[src/rtl/mem_write_arbiter.sv]
// Four-core front end for the shared four-port data RAM: passes accesses straight through,
// arbitrates same-address write collisions round-robin, and returns registered read-valid strobes.
module mem_write_arbiter #(
  parameter int ADDR_W = 9,
  parameter int DATA_W = 16
) (
  input  logic              clk,
  input  logic              rst_n,
  input  logic              req1,
  input  logic              req2,
  input  logic              req3,
  input  logic              req4,
  input  logic              we1,
  input  logic              we2,
  input  logic              we3,
  input  logic              we4,
  input  logic [ADDR_W-1:0] addr_c1,
  input  logic [ADDR_W-1:0] addr_c2,
  input  logic [ADDR_W-1:0] addr_c3,
  input  logic [ADDR_W-1:0] addr_c4,
  input  logic [DATA_W-1:0] wdata1,
  input  logic [DATA_W-1:0] wdata2,
  input  logic [DATA_W-1:0] wdata3,
  input  logic [DATA_W-1:0] wdata4,
  output logic              gnt1,
  output logic              gnt2,
  output logic              gnt3,
  output logic              gnt4,
  output logic [DATA_W-1:0] rdata1,
  output logic [DATA_W-1:0] rdata2,
  output logic [DATA_W-1:0] rdata3,
  output logic [DATA_W-1:0] rdata4,
  output logic              rvalid1,
  output logic              rvalid2,
  output logic              rvalid3,
  output logic              rvalid4,
  output logic              write_en1,
  output logic              write_en2,
  output logic              write_en3,
  output logic              write_en4,
  output logic              read_en1,
  output logic              read_en2,
  output logic              read_en3,
  output logic              read_en4,
  output logic [ADDR_W-1:0] addr1,
  output logic [ADDR_W-1:0] addr2,
  output logic [ADDR_W-1:0] addr3,
  output logic [ADDR_W-1:0] addr4,
  output logic [DATA_W-1:0] Data_in1,
  output logic [DATA_W-1:0] Data_in2,
  output logic [DATA_W-1:0] Data_in3,
  output logic [DATA_W-1:0] Data_in4,
  input  logic [DATA_W-1:0] Data_out1,
  input  logic [DATA_W-1:0] Data_out2,
  input  logic [DATA_W-1:0] Data_out3,
  input  logic [DATA_W-1:0] Data_out4,
  output logic [15:0]       conflict_cnt
);

  // Handshake: a core raises reqn with we/addr/wdata and holds all of them until it sees gntn=1;
  // the access completes at the rising edge that ends the granted cycle. No other flow control.

  logic [3:0]        req;
  logic [3:0]        we;
  logic [3:0]        wr;
  logic [3:0]        collide;
  logic [3:0]        beaten;
  logic [3:0]        win;
  logic [3:0]        gnt;
  logic [3:0]        write_en;
  logic [3:0]        read_en;
  logic [3:0]        rvalid_q;
  logic [ADDR_W-1:0] addr_c [4];
  logic [1:0]        ptr;
  logic [15:0]       cnt_q;
  logic              any_collision;

  assign req       = {req4, req3, req2, req1};
  assign we        = {we4, we3, we2, we1};
  assign wr        = req & we;
  assign addr_c[0] = addr_c1;
  assign addr_c[1] = addr_c2;
  assign addr_c[2] = addr_c3;
  assign addr_c[3] = addr_c4;

  // Distance of core idx from the current top-priority core (0 = wins every group it is in).
  function automatic logic [1:0] rank(input logic [1:0] idx, input logic [1:0] p);
    return idx - p;
  endfunction

  always_comb begin
    collide = '0;
    beaten  = '0;
    for (int i = 0; i < 4; i++) begin
      for (int j = 0; j < 4; j++) begin
        if (i != j && wr[i] && wr[j] && addr_c[i] == addr_c[j]) begin
          collide[i] = 1'b1;
          if (rank(2'(j), ptr) < rank(2'(i), ptr)) beaten[i] = 1'b1;
        end
      end
    end
  end

  // Reads and lone writes always pass; within a collision group only the best-ranked member.
  assign win           = collide & ~beaten;
  assign gnt           = rst_n ? (req & (~collide | win)) : 4'b0000;
  assign write_en      = gnt & we;
  assign read_en       = gnt & ~we;
  assign any_collision = |collide;

  always_ff @(posedge clk or negedge rst_n) begin
    if (!rst_n) begin
      ptr      <= 2'd0;
      cnt_q    <= 16'd0;
      rvalid_q <= 4'b0000;
    end else begin
      rvalid_q <= read_en;
      if (any_collision) begin
        ptr <= ptr + 2'd1;
        if (cnt_q != 16'hFFFF) cnt_q <= cnt_q + 16'd1;
      end
    end
  end

  assign {gnt4, gnt3, gnt2, gnt1}                     = gnt;
  assign {write_en4, write_en3, write_en2, write_en1} = write_en;
  assign {read_en4, read_en3, read_en2, read_en1}     = read_en;
  assign {rvalid4, rvalid3, rvalid2, rvalid1}         = rvalid_q;
  assign conflict_cnt = cnt_q;

  assign addr1    = addr_c1;
  assign addr2    = addr_c2;
  assign addr3    = addr_c3;
  assign addr4    = addr_c4;
  assign Data_in1 = wdata1;
  assign Data_in2 = wdata2;
  assign Data_in3 = wdata3;
  assign Data_in4 = wdata4;
  assign rdata1   = Data_out1;
  assign rdata2   = Data_out2;
  assign rdata3   = Data_out3;
  assign rdata4   = Data_out4;

endmodule

[config.mk]
export PLATFORM = sky130hd
export DESIGN_NAME = mem_write_arbiter
export DESIGN_NICKNAME = d
export VERILOG_FILES = /design/src/rtl/mem_write_arbiter.sv
export SDC_FILE = /design/constraint.sdc
export NUM_CORES = 1
export LEC_CHECK = 0
export ABC_AREA = 1
export BUFFER_PORTS_ARGS = -buffer_cell sky130_fd_sc_hd__buf_2
export CORE_AREA = 10 10 134 136
export CTS_CLUSTER_DIAMETER = 50
export DETAILED_ROUTE_END_ITERATION = 16
export DIE_AREA = 0 0 144 146
export SLEW_MARGIN = 10
export SYNTH_ARGS = -nofsm -noshare
export SYNTH_HDL_FRONTEND = slang
export SYNTH_SLANG_ARGS = --single-unit
[constraint.sdc]
create_clock -name clk -period 1.8 [get_ports clk]
set_clock_uncertainty 0.1 [all_clocks]
set_input_delay 0.09 -clock clk [delete_from_list [all_inputs] [get_ports clk]]
set_output_delay 0.09 -clock clk [all_outputs]
set_load 0.02 [all_outputs]
* Word-level counts from Yosys, hierarchy flattened
Index checks and enable logic that the tools add are counted.
** Cells by class
- Bitwise logic cells :: 9
- Eq/ne operators :: 13
- Order comparisons :: 12
- Reduce and logical (&&, ||, !) cells :: 20
- Add/subtract/negate cells :: 6
- Multiplexer cells :: 37
** Operator list (count)
- equality test 9 bit :: 12
- two-way mux 1 bit :: 36
- < comparator 2 bit :: 12
- AND 4 bit :: 5
- logical AND 1 bit :: 18
- adder 16 x 1 -> 16 bit (second input constant) :: 1
- inequality test 16 bit (second input constant) :: 1
- NOT 4 bit :: 3
- two-way mux 4 bit :: 1
- bitwise OR 4 bit :: 1
- OR reduction 4 bit :: 1
- subtractor 1 x 2 -> 2 bit (first input constant) :: 2
- subtractor 2 bit (first input constant) :: 2
- adder 2 x 1 -> 2 bit (second input constant) :: 1
- AND reduction 2 bit :: 1
** Word-level totals
- Word-level logic and storage cells :: 100
- Bits in registers :: 22
- Output and inout port bits :: 196

* Longest topological paths before layout
- Depth in word-level cells :: 14
- Depth in mapped cells :: 13
- Depth with buffers taken out :: 13

* Worst setup path before layout
Ideal clock, no wire load.
- Kind :: reg2reg
- From :: register cnt_q[0], in the netlist conflict_cnt[0]
- To :: register cnt_q[9], in the netlist conflict_cnt[9]
- Path slack :: -0.059 ns
- Data required time :: 1.583 ns
- Period minus slack after synthesis :: 1.859 ns
- Library setup time :: 0.117 ns
- Buffers on the path :: 1
- Data arrival time :: 1.642 ns
- Cell stages (with the launch flop) :: 8
- Path through :: dfrtp_1 > ha_1 > nand3_1 > nor4_4 > nand3_2 > buf_4 > nand4_1 > nand2_1
** Between the ends
- Cells in the longest elaborated chain, start to end :: 2
- Elaborated cells on any way between the ends :: 3
** Ends and longest elaborated chain
- start, declared :: line 75 : logic [15:0] cnt_q;
- start signal, assigned :: line 120 : if (cnt_q != 16'hFFFF) cnt_q <= cnt_q + 16'd1;
- branches (longest 2 deep; another with adder 16 x 1 -> 16 bit)
Several ways; the timed one is not identified.
A chain may end at the register's enable or synchronous reset.

* Worst setup path after layout
- From :: register ptr[1]
- To :: output port read_en3
** Between the ends
- Cells in the longest elaborated chain, start to end :: 14
- Elaborated cells on any way between the ends :: 19
** Ends and longest elaborated chain
- start, declared :: line 74 : logic [1:0] ptr;
- start signal, assigned :: line 119 : ptr <= ptr + 2'd1;
- subtractor 1 x 2 -> 2 bit / subtractor 2 bit (equally long branches) :: line 88 : return idx - p;
- < comparator 2 bit :: line 98 : if (rank(2'(j), ptr) < rank(2'(i), ptr)) beaten[i] = 1'b1;
- two-way mux 1 bit :: line 98
- two-way mux 1 bit :: line 96 : if (i != j && wr[i] && wr[j] && addr_c[i] == addr_c[j]) begin
- two-way mux 1 bit :: line 98
- two-way mux 1 bit :: line 96
- two-way mux 1 bit :: line 98
- two-way mux 1 bit * :: line 96
- NOT 4 bit * :: line 105 : assign win = collide & ~beaten;
- AND 4 bit * :: line 105
- bitwise OR 4 bit * :: line 106 : assign gnt = rst_n ? (req & (~collide | win)) : 4'b0000;
- AND 4 bit * :: line 106
- two-way mux 4 bit * :: line 106
- AND 4 bit * :: line 108 : assign read_en = gnt & ~we;
- end, declared :: line 43 : output logic read_en3,
Mark *: on every way between the ends. The rest lies on a longest branch, timed or not.

==> impl_metrics.sql <==
INSERT INTO impl_metrics (metric_group, metric, value, unit) VALUES
('setup_path', 'critical_path_arrival', '1.74', 'ns'),
('logic_synthesis', 'synth-seq-area-share', '13.26', '%'),
('placed_design', 'place_congestion', '0.9547', ''),
('placed_design', 'io_buffers', '113', ''),
('floorplan', 'initial_utilization', '26.81', '%'),
('cells_and_area', 'num-fill-cells', '1674', ''),
('power', 'netSwitchingFraction', '39.31', '%'),
('sta', 'relSlewSlack', '65.35', '%'),
('sta', 'timing.final.hold_violations', '0', ''),
('clock_network', 'cts_buf_count', '3', ''),
('cells_and_area', 'finish.net_count', '871', ''),
('setup_path', 'path_cells', 'inv_1 > ha_2 > nor2_1 > nand2_1 > nand4_1 > nor2_2 > buf_6', ''),
('logic_synthesis', 'netlist_top_cells_count', 'nand2_1 (229), buf_4 (165), inv_1 (61), nor2_1 (61), nand3_1 (34)', ''),
('clock_network', 'clock-root-buffer', 'clkbuf_16', ''),
('logic_synthesis', 'post_synth_edffs', '0', ''),
('logic_synthesis', 'synth_area_leader_cell', 'buf_4', ''),
('cells_and_area', 'multi_input_gate_area', '0.002210', 'mm2'),
('sta', 'layout_worst_path_cycle_share', '107.2', '%'),
('logic_synthesis', 'net_count_synth', '860', ''),
('cells_and_area', 'syn2layout_area_growth', '7.296', '%'),
('logic_synthesis', 'most_frequently_used_cell_type_in_the_post_synthesis_netlist', 'nand2_1', ''),
('cells_and_area', 'diodes', '0', ''),
('sta', 'drv_slew', '0', ''),
('sta', 'worst_hold_slack_after_final_layout', '0.08001', 'ns'),
('logic_synthesis', 'synth_largest_type_area_fraction', '29.85', '%'),
('routing', 'drt-vias-per-instance', '4.539', ''),
('power', 'switchingPower', '754.2', 'uW'),
('hold_path', 'worst_hold_path.endpoint', 'Data_in3[3]', ''),
('run_status', 'outcome', 'finished with violations', ''),
('clock_network', 'cts.path.max_buffers', '2', ''),
('logic_synthesis', 'netlist_top_cells_area', 'buf_4 (30%), nand2_1 (21%), dfrtp_1 (13%)', ''),
('sta', 'fin_ws', '-0.1287', 'ns'),
('floorplan', 'design.die.area', '0.02102', 'mm2'),
('logic_synthesis', 'ys_seq_elements', '22', ''),
('power', 'power_dens_cells', '430.9', 'mW/mm2'),
('sta', 'final.setup.tns', '-1.166', 'ns'),
('setup_path', 'worst_path_fanout_max', '3', ''),
('placed_design', 'placedInstanceArea', '0.004025', 'mm2'),
('setup_path', 'critical-path-top-delay-family', 'simple AND/OR/NAND/NOR gates', ''),
('sta', 'setup_viol', '14', ''),
('sta', 'grt_setup_unrepaired', 'true', ''),
('logic_synthesis', 'syn_inst', '679', ''),
('sta', 'finalWorstPathRequiredPeriod', '1.929', 'ns'),
('cells_and_area', 'share_of_layout_cells_above_drive_strength_1', '37.01', '%'),
('floorplan', 'rows', '46', ''),
('setup_path', 'ff2ff_path_depth', '11', ''),
('logic_synthesis', 'synth_area', '0.004150', 'mm2'),
('power', 'power.leakage', '0.002620', 'uW'),
('floorplan', 'die_width', '144', 'um'),
('hold_path', 'worst_hold_startpoint', 'wdata3[3]', ''),
('power', 'combinationalPowerShare', '46.2', '%'),
('grt', 'total_global_routing_overflow', '0', ''),
('power', 'finalPower', '1919', 'uW'),
('logic_synthesis', 'ys_types', '35', ''),
('setup_path', 'timing.critical_path.required', '1.61', 'ns'),
('grt', 'vias_in_the_first_global_route', '3957', ''),
('clock_network', 'clkTransAtPathRegs', '0.06', 'ns'),
('power', 'power.ir.vdd_worst', '0.2981', 'mV'),
('run_status', 'failed_checks', 'setup timing', ''),
('logic_synthesis', 'async_reset_ff_share', '100.0', '%'),
('setup_path', 'path_buf_inv', '2', ''),
('cells_and_area', 'layoutNonFillerInstCount', '881', ''),
('logic_synthesis', 'avgSynthCellArea', '6.112', 'um2'),
('routing', 'wl_per_cell', '16.72', 'um'),
('sta', 'worst-slew-pin-transition', '0.5181', 'ns'),
('hold_path', 'hold_path_class', 'in2out', ''),
('setup_path', 'timing.critical_path.to_type', 'primary output', ''),
('routing', 'final_antenna_net_count', '0', ''),
('setup_path', 'timing.rr.start', 'ptr[1]', ''),
('cells_and_area', 'seq_area', '558.0', 'um2'),
('power', 'power_frac_seq', '28.3', '%');
## sequential cells by signal (all words and copies together) (netlist names)
| register | flops |
|---|---|
| conflict_cnt | 16 |
| rvalid_q | 4 |
| ptr | 2 |
## routing by layer
layer / share of wire, % / GRT usage (%)
met1: 38 / 14.07
met2: 47 / 22.40
met3: 8.0 / 3.329
met4: 6.2 / 8.325
met5: 0.30 / 1.500
## layout make-up
cell class,instances,area share [%]
clock buffer,4,1.770
inverter,73,6.153
multi-input combinational,418,49.62
sequential,22,12.53
tap,192,5.395
timing repair buffer,172,24.53
## cells in the final DEF (no fill, tap or decap), types with 2 or more instances in the layout
cell / netlist / layout
a21oi_1: 2 / 2
buf_2: 0 / 103
buf_4: 165 / 55
buf_6: 0 / 11
clkbuf_16: 0 / 3
clkinv_1: 2 / 2
dfrtp_1: 22 / 16
dfrtp_2: 0 / 6
dlygate4sd3_1: 0 / 2
ha_1: 7 / 4
ha_4: 0 / 2
inv_1: 61 / 58
inv_2: 10 / 13
nand2_1: 229 / 226
nand2_2: 5 / 7
nand2_4: 3 / 4
nand3_1: 34 / 29
nand3_2: 9 / 12
nand3_4: 1 / 3
nand4_1: 21 / 21
nand4_2: 5 / 5
nor2_1: 61 / 53
nor2_2: 8 / 12
nor2_4: 3 / 7
o21ai_2: 1 / 3
xnor2_1: 8 / 8
xor2_1: 6 / 6
## metrics by stage
step	utilization (%)	worst slack, ns
after floorplan	-	0.008684
after global placement	26.00	-0.06167
after detailed placement	26.00	-0.1237
after CTS	27.90	-0.1398
after global routing	28.76	-0.2583
final	28.76	-0.1287
## worst max-delay path by stage
stage | slack [ns] | cells after the start | to | start
after global placement | -0.06 | 10 | read_en1 | we1
after floorplan | 0.009 | 7 | conflict_cnt[9] | conflict_cnt[0]
after detailed placement | -0.12 | 10 | read_en1 | we1
after global routing | -0.26 | 7 | read_en3 | ptr[1]
final | -0.13 | 7 | read_en3 | ptr[1]
after CTS | -0.14 | 8 | read_en3 | ptr[0]
## worst reg2reg max path, delay by kind of cell (launching register included)
family | cells | cell delay [ns]
buffers and inverters | 6 | 0.77
flip-flops | 1 | 0.41
AND/OR/NAND/NOR | 4 | 0.41
adder cells (fa/ha/maj) | 1 | 0.14
## power by group through the flow
stage | registers, uW | clock network (uW) | logic, uW
floorplan | 564 | 0 | 869
global placement | 556 | 0 | 765
detailed placement | 556 | 0 | 763
CTS | 541 | 499 | 865
global route | 544 | 518 | 971
finish | 543 | 490 | 886
## what timing repair did
item | CTS | global route
hold endpoints to repair | 23 | 0
endpoints found under the setup margin | 14 | 18
resized for setup | 37 | 21
setup buffers | 12 | 7
hold buffers | 2 | 0
pin swaps | 9 | 11
## cells by family after synthesis
| family | after synthesis | share of synthesized area, % |
|---|---|---|
| AND/OR/NAND/NOR | 389 | 43.50 |
| AO/OA/AOI/OAI | 8 | 1.236 |
| adder cells (fa/ha/maj) | 7 | 2.110 |
| buffers and inverters | 239 | 36.93 |
| XOR/XNOR | 14 | 2.955 |
| flip-flops | 22 | 13.27 |
Power figures use the tool's default switching activity.
